[src/rtl/mux8_rr_arbiter_if.sv]
// rtl/mux8_rr_arbiter_if.sv - request/data/grant bundle between requesters and the round-robin mux arbiter
//
// Signals:
//   req  [7:0]  requester -> arbiter, level-held request lines
//   D    [7:0]  requester -> arbiter, mux data inputs (D[i] belongs to requester i)
//   S    [2:0]  arbiter -> mux, registered select (index of current grantee)
//   gnt  [7:0]  arbiter -> requester, registered one-hot grant
//   busy        arbiter -> requester, registered, high while a grant is active
//   Y           arbiter -> consumer, D[S] while busy, else 0
// Modports: master (requester/consumer side), slave (arbiter side).

interface mux8_rr_arbiter_if;
    logic [7:0] req;
    logic [7:0] D;
    logic [2:0] S;
    logic [7:0] gnt;
    logic       busy;
    logic       Y;

    modport master (
        output req,
        output D,
        input  S,
        input  gnt,
        input  busy,
        input  Y
    );

    modport slave (
        input  req,
        input  D,
        output S,
        output gnt,
        output busy,
        output Y
    );
endinterface

[src/rtl/mux8_rr_arbiter.sv]
// rtl/mux8_rr_arbiter.sv - round-robin arbiter owning the select of an 8:1 single-bit mux
//
// Parameters:
//   HOLD_MAX  maximum consecutive grant cycles when the hold limit is built in (1..255)
// Ports:
//   clk   rising-edge clock
//   rst   synchronous active-high reset
//   bus   mux8_rr_arbiter_if.slave: req/D in, S/gnt/busy (registered) and Y (combinational) out
// Build option:
//   RR_HOLD_LIMIT_EN  when defined, a grant is forcibly released after HOLD_MAX cycles
//                     and the pointer moves past the preempted requester.

module mux8_rr_arbiter #(
    parameter int HOLD_MAX = 4
) (
    input  logic                     clk,
    input  logic                     rst,
    mux8_rr_arbiter_if.slave         bus
);

    typedef enum logic {
        IDLE  = 1'b0,
        GRANT = 1'b1
    } state_t;

    localparam logic [7:0] CNT_LAST = 8'(HOLD_MAX - 1);

    state_t     state;
    state_t     state_nxt;
    logic [2:0] ptr;
    logic [2:0] ptr_nxt;
    logic [7:0] cnt;
    logic [7:0] cnt_nxt;
    logic [2:0] s_nxt;
    logic [7:0] gnt_nxt;
    logic       busy_nxt;
    logic [2:0] winner;
    logic       hold_hit;
    logic       release_grant;

    // First set request scanning upward from p, wrapping modulo 8.
    // Iterating from the far end down lets the nearest hit overwrite the result.
    function automatic logic [2:0] rr_pick(input logic [7:0] r, input logic [2:0] p);
        logic [2:0] idx;
        rr_pick = p;
        for (int k = 7; k >= 0; k--) begin
            idx = p + 3'(k);
            if (r[idx]) begin
                rr_pick = idx;
            end
        end
    endfunction

    assign winner   = rr_pick(bus.req, ptr);
    assign hold_hit = (cnt == CNT_LAST);

`ifdef RR_HOLD_LIMIT_EN
    assign release_grant = !bus.req[bus.S] || hold_hit;
`else
    assign release_grant = !bus.req[bus.S];
`endif

    // State and registered outputs
    always_ff @(posedge clk) begin
        if (rst) begin
            state    <= IDLE;
            ptr      <= 3'd0;
            cnt      <= 8'd0;
            bus.S    <= 3'd0;
            bus.gnt  <= 8'd0;
            bus.busy <= 1'b0;
        end else begin
            state    <= state_nxt;
            ptr      <= ptr_nxt;
            cnt      <= cnt_nxt;
            bus.S    <= s_nxt;
            bus.gnt  <= gnt_nxt;
            bus.busy <= busy_nxt;
        end
    end

    // Next-state logic
    always_comb begin
        state_nxt = state;
        case (state)
            IDLE:    if (bus.req != 8'd0) state_nxt = GRANT;
            GRANT:   if (release_grant)   state_nxt = IDLE;
            default: state_nxt = IDLE;
        endcase
    end

    // Output / datapath logic
    always_comb begin
        ptr_nxt  = ptr;
        cnt_nxt  = cnt;
        s_nxt    = bus.S;
        gnt_nxt  = bus.gnt;
        busy_nxt = bus.busy;
        case (state)
            IDLE: begin
                if (bus.req != 8'd0) begin
                    s_nxt    = winner;
                    gnt_nxt  = 8'd1 << winner;
                    busy_nxt = 1'b1;
                    cnt_nxt  = 8'd0;
                end
            end
            GRANT: begin
                if (release_grant) begin
                    // S keeps the old grantee so the mux select stays stable while idle
                    gnt_nxt  = 8'd0;
                    busy_nxt = 1'b0;
                    ptr_nxt  = bus.S + 3'd1;
                end else if (!hold_hit) begin
                    // Saturates so a limit-free build never wraps the counter
                    cnt_nxt = cnt + 8'd1;
                end
            end
            default: begin
                gnt_nxt  = 8'd0;
                busy_nxt = 1'b0;
            end
        endcase
    end

    assign bus.Y = bus.busy ? bus.D[bus.S] : 1'b0;

endmodule

[src/flat_wrapper.sv]
// flat-port wrapper written by rule: the top's interface ports become plain ports
module mux8_rr_arbiter_flat 
#(
    parameter int HOLD_MAX = 4
)
  (clk, rst, bus_req, bus_D, bus_S, bus_gnt, bus_busy, bus_Y);
  mux8_rr_arbiter_if bus_i ();
  input  logic clk;
  input  logic rst;
  input wire logic [$bits(bus_i.req)-1:0] bus_req;
  input wire logic [$bits(bus_i.D)-1:0] bus_D;
  output wire logic [$bits(bus_i.S)-1:0] bus_S;
  output wire logic [$bits(bus_i.gnt)-1:0] bus_gnt;
  output wire logic [$bits(bus_i.busy)-1:0] bus_busy;
  output wire logic [$bits(bus_i.Y)-1:0] bus_Y;
  assign bus_i.req = bus_req;
  assign bus_i.D = bus_D;
  assign bus_S = bus_i.S;
  assign bus_gnt = bus_i.gnt;
  assign bus_busy = bus_i.busy;
  assign bus_Y = bus_i.Y;
  mux8_rr_arbiter #(.HOLD_MAX(HOLD_MAX)) u_core (.clk(clk), .rst(rst), .bus(bus_i));
endmodule
[config.mk]
export PLATFORM = sky130hd
export DESIGN_NAME = mux8_rr_arbiter_flat
export DESIGN_NICKNAME = d
export VERILOG_FILES = /design/src/rtl/mux8_rr_arbiter_if.sv /design/src/rtl/mux8_rr_arbiter.sv /design/src/flat_wrapper.sv
export SDC_FILE = /design/constraint.sdc
export NUM_CORES = 1
export LEC_CHECK = 0
export CAP_MARGIN = 20
export CORE_ASPECT_RATIO = 1.25
export CORE_MARGIN = 3
export CORE_UTILIZATION = 35
export DETAILED_ROUTE_END_ITERATION = 10
export PLACE_DENSITY = 0.59
export REMOVE_ABC_BUFFERS = 1
export SLEW_MARGIN = 20
export SYNTH_ARGS = -nofsm -noshare
export SYNTH_HDL_FRONTEND = slang
export SYNTH_SLANG_ARGS = --single-unit
[constraint.sdc]
create_clock -name clk -period 3.9 [get_ports clk]
set_clock_uncertainty 0.2 [all_clocks]
set_input_delay 0.39 -clock clk [delete_from_list [all_inputs] [get_ports clk]]
set_output_delay 0.39 -clock clk [all_outputs]
set_load 0.1 [all_outputs]
[Yosys cells after proc, flatten, opt, wreduce, memory -nomap -nowiden]
Index checks and enable logic that the tools add are counted.
Word-level totals
  bits in registers: 16
  logic and storage cells: 69
Operators by class
  $add $sub $neg: 8
  magnitude comparators: 9
  eq/ne operators: 2
  shift operators: 1
  muxes and demuxes: 38
  bitwise logic cells: 2
  reductions and logical operators: 4
Operators by type and width (number)
  3-bit by 4-bit less-than comparator with 1-bit output, second input constant: 9
  1-bit binary-select mux with 3-bit select: 10
  3-bit 2-to-1 mux: 8
  8-bit 2-to-1 mux: 2
  8-bit one-hot mux with 2 select lines: 1
  1-bit 2-to-1 mux: 15
  3-bit adder, second input constant: 4
  8-bit nonzero test: 1
  1-bit by 3-bit left shift with 8-bit output, first input constant: 1
  3-bit by 1-bit adder with 3-bit output, second input constant: 2
  3-bit by 2-bit adder with 3-bit output, second input constant: 2
  2-bit AND reduction: 3
  1-bit one-hot mux with 2 select lines: 2
  2-bit by 1-bit inequality test with 1-bit output, second input constant: 1
  2-bit inequality test, second input constant: 1
  1-bit inverter: 2

[Logic depth before layout (Yosys ltp)]
  depth after elaboration: 14
  mapped depth: 12

[Worst setup path before layout]
No wires, ideal clock.
  kind: register -> output
  start point: reg u_core.bus.S[0]
  end point: out bus_Y
  data arrival time: 3.011 ns
  slack: 0.299 ns
  cell stages (with the launch flop): 5
  buffers on the path: 1
  path through: dfxtp_1 -> clkbuf_1 -> mux4_2 -> mux2i_1 -> nor2b_1
On the way
  word-level cells in the longest chain between the ends: 3
RTL lines
  start, declared: line mux8_rr_arbiter_if.sv:32  | output S,
  start signal, assigned: line mux8_rr_arbiter.sv:76  | bus.S <= s_nxt;
  1-bit binary-select mux with 3-bit select: line mux8_rr_arbiter.sv:126  | assign bus.Y = bus.busy ? bus.D[bus.S] : 1'b0;
  1-bit 2-to-1 mux (not written as such): line mux8_rr_arbiter.sv:126
  1-bit 2-to-1 mux: line mux8_rr_arbiter.sv:126
  end, declared: line flat_wrapper.sv:15  | output wire logic [$bits(bus_i.Y)-1:0] bus_Y;
Every way passes these cells. The select of a mux whose other input is x is not followed.

[Worst setup path in the final report]
  start point: reg u_core.ptr[1]
  end point: reg u_core.bus.gnt[1]
On the way
  word-level cells in the longest chain between the ends: 14
RTL lines
  start, declared: line mux8_rr_arbiter.sv:30  | logic [2:0] ptr;
  start signal, assigned: line mux8_rr_arbiter.sv:74  | ptr <= ptr_nxt;
  3-bit adder: line mux8_rr_arbiter.sv:47  | idx = p + 3'(k);
  1-bit binary-select mux with 3-bit select: line mux8_rr_arbiter.sv:48  | if (r[idx]) begin
  1-bit 2-to-1 mux (not written as such): line mux8_rr_arbiter.sv:48
  3-bit 2-to-1 mux (7 in a row): line mux8_rr_arbiter.sv:48
  3-bit 2-to-1 mux *: line mux8_rr_arbiter.sv:48
  1-bit by 3-bit left shift with 8-bit output *: line mux8_rr_arbiter.sv:103  | gnt_nxt = 8'd1 << winner;
  8-bit 2-to-1 mux *: line mux8_rr_arbiter.sv:101  | if (bus.req != 8'd0) begin
  8-bit one-hot mux with 2 select lines *: line mux8_rr_arbiter.sv:99  | case (state)
  end signal, assigned: line mux8_rr_arbiter.sv:77  | bus.gnt <= gnt_nxt;
  end, declared: line mux8_rr_arbiter_if.sv:33  | output gnt,
Mark *: on every way between the ends. The rest lies on a longest branch, timed or not. The select of a mux whose other input is x is not followed.
A chain may end at the register's enable or synchronous reset.

==> impl_metrics.ini <==
[sta]
rsz0062_at_grt = no
period_share_pct = 84.74
period_needed_ns = 3.305
setup-violations-final = 0
setup_tns_ns = 0
hold_violations = 0
fmax_ghz = 0.3026
timing.slew.headroom_pct = 34.80
maxSlewViolCount = 0
tightest_slew_ns = 0.9749

[pwr]
p_clk_share_pct = 9.1
p_sw_w = 0.0008280
p_sw_share_pct = 52.44
leakage_nw = 0.8009
combPwrFrac_pct = 74.5
seq_power_share_pct = 16.4
ir_drop_mv = 0.1996
total_power_w = 0.001579
power.density_nw_per_um2 = 697.2
p_int_w = 0.0007511

[routing]
vias = 1789
vias_per_cell = 6.106
drt-initial-drc-count = 209
drc = 0
ant_nets = 0
post_drt_wl_per_cell_um = 17.01
dr.pass1.iters = 4
totalWireLength_um = 4984

[clocking]
cts-buffers-inserted = 3
htreeDepth = 1
cts_resized = 0
clk_latency_ns = 0.25
cts_tree = done
cts.clk_slew.worst_paths_ns = 0.06
cts_hold_buf = 0
cts.sinks = 16
postCtsSetupRepairBufs = 0
cts_buffer_depth = 2
root_buffer = clkbuf_8

[job]
drv_cap = 0

[floorplan]
std_cell_rows = 29
die_x_um = 72.04
start_util_pct = 36.77
pin_count = 31
core_area_um2 = 5189
chipHeight_um = 88.55
die-area_um2 = 6379

[global_routing]
gr-usage-all-layers_pct = 16.29
antenna_found_initial = 0
grt_max_degree = 23
grt_pass1_vias = 1618
grt_overflow = 0
grt_first_pass_wirelength_um = 8383

[synthesis]
ys_top_cells_by_area = mux4_2 19%, dfxtp_1 17%, mux2i_1 10%, mux2_2 4.7%, o31ai_1 3.9%
synth_top_area_share_pct = 18.89
synth-seq-cells = 16
synth-seq-area-share_pct = 16.79
synth_area_um2 = 1908
synth_edf_count = 0
synth-async-reset-ratio_pct = 0
ys_types = 50
synth_top_area_cell = mux4_2
synth_cells = 213
syn_avg_cell_area_um2 = 8.958
ys_warn_count = 0
synth_flop_cell = dfxtp_1

[place]
dp_hpwl_um = 3740
io_buffers = 30
gp_congestion = 0.8151
placed_area_um2 = 2210

[cells_and_area]
syn_to_final_growth_pct = 18.69
final_layout_size_suffix_gt1_share_pct = 16.02
nets = 253
final_util_pct = 43.65
fin_area_um2 = 2265
antenna_cells = 0
nFillCells = 537

[setup_path]
timing.rr.start = u_core.ptr[1]
reg2reg_slack_ns = 0.59
reg2reg_to = u_core.bus.gnt[1]
required_ns = 3.81
worst_setup_path_start_kind = register
r2r_cells = 9
worst_ep_arrival_time_ns = 3.22
crit_type = reg -> reg
crit_fanout = 11
cp-end-kind = register

[min_path]
whs_path_depth = 2
hold_path.class = reg -> reg
worstHoldStart = u_core.bus.gnt[5]
min_to = u_core.bus.gnt[5]

[outcome]
status = completed
-- stage by stage --
step	cells	setup slack, ns	hold WS, ns
global placement	289	0.5710	0.2362
finish	293	0.5949	0.2474
global route	293	0.2891	0.2706
CTS	293	0.5719	0.2537
floorplan	193	0.2159	0.2591
detailed placement	289	0.5516	0.2391
-- worst max-delay path by stage --
stage,start,to,slack [ns]
4_1_cts,u_core.ptr[0],u_core.bus.gnt[0],0.57
2_1_floorplan,u_core.ptr[0],u_core.bus.gnt[1],0.22
6_report,u_core.ptr[1],u_core.bus.gnt[1],0.59
3_3_place_gp,bus_req[2],u_core.bus.S[0],0.57
3_5_place_dp,bus_req[3],u_core.bus.S[0],0.55
5_1_grt,u_core.ptr[0],u_core.bus.gnt[0],0.29
-- metal layers --
layer,wire length [um],vias to the layer above,GRT usage [%]
met1,2236,874,22.76
met5,0,-,0
met3,166,5,1.705
met2,2544,52,27.26
li1,-,858,-
met4,36,0,3.419
-- layout make-up --
type,count,area (um^2),share of cell area [%]
Clock buffer,4,55.05,2.431
Sequential cell,16,320.3,14.14
Multi-Input combinational cell,170,1458,64.36
Timing Repair Buffer,34,327.8,14.48
Tap cell,62,77.57,3.425
Inverter,7,26.28,1.160
-- critical path, stage by stage, from the launching register on --
cell and delay (ns):
dfxtp_1 0.33, inv_1 0.12, ha_1 0.62, mux4_2 0.62
mux2i_1 0.25, nor2_1 0.08, a21oi_1 0.15, o31ai_1 0.10
o31ai_1 0.54, o31ai_1 0.16
-- flip-flops by register name (all words and copies together), names as in the netlist --
register	flops
u_core.bus.busy	1
u_core.state	1
u_core.bus.gnt	8
u_core.ptr	3
u_core.bus.S	3
-- power groups by stage --
stage / Combinational, W / Clock, W / Sequential, W
final: 0.00118 / 0.000144 / 0.000258
after global routing: 0.00127 / 0.000157 / 0.000268
after CTS: 0.00118 / 0.000151 / 0.000259
after detailed placement: 0.00117 / 0 / 0.000263
after global placement: 0.00117 / 0 / 0.000262
after floorplan: 0.000667 / 0 / 0.000501
-- cell families (layout without fill, tap and decap cells) --
group / Yosys count / in the layout / synth area share (%)
AOI/OAI and AO/OA: 53 / 53 / 20.59
DFF: 16 / 16 / 16.79
adders and majority gates: 3 / 3 / 1.967
buffers and inverters: 27 / 45 / 6.819
and+or+nand+nor: 63 / 63 / 16.52
muxes: 44 / 44 / 34.10
xor gates and xnor gates: 7 / 7 / 3.213
-- Yosys cell counts (2+ instances only) --
cell / n
a211oi_1: 4
a21oi_1: 9
a221oi_1: 4
a31oi_1: 3
and2_1: 4
buf_1: 3
buf_2: 2
buf_4: 3
buf_6: 2
clkbuf_1: 10
dfxtp_1: 16
ha_1: 3
inv_1: 6
mux2_2: 8
mux2i_1: 20
mux4_2: 16
nand2_1: 15
nand2b_1: 2
nand3b_1: 2
nor2_1: 16
nor2b_1: 4
nor3_1: 9
o21a_1: 2
o21ai_0: 4
o311a_1: 2
o31a_1: 2
o31ai_1: 10
or3_1: 3
or4_1: 3
xnor2_1: 5
xor2_1: 2
-- cells in the final DEF, fill, tap and decap left out, drive strengths merged, types with 4 or more instances in the layout --
cell type	n
a21oi	9
nor3	9
mux2i	20
a211oi	4
dfxtp	16
and2	5
nor2b	4
nor2	16
clkbuf	4
nand2	15
buf	5
o21ai	4
o31ai	10
inv	7
mux4	16
mux2	8
xnor2	5
a221oi	4
clkdlybuf4s50	29
(Power assumes the default switching activity.)
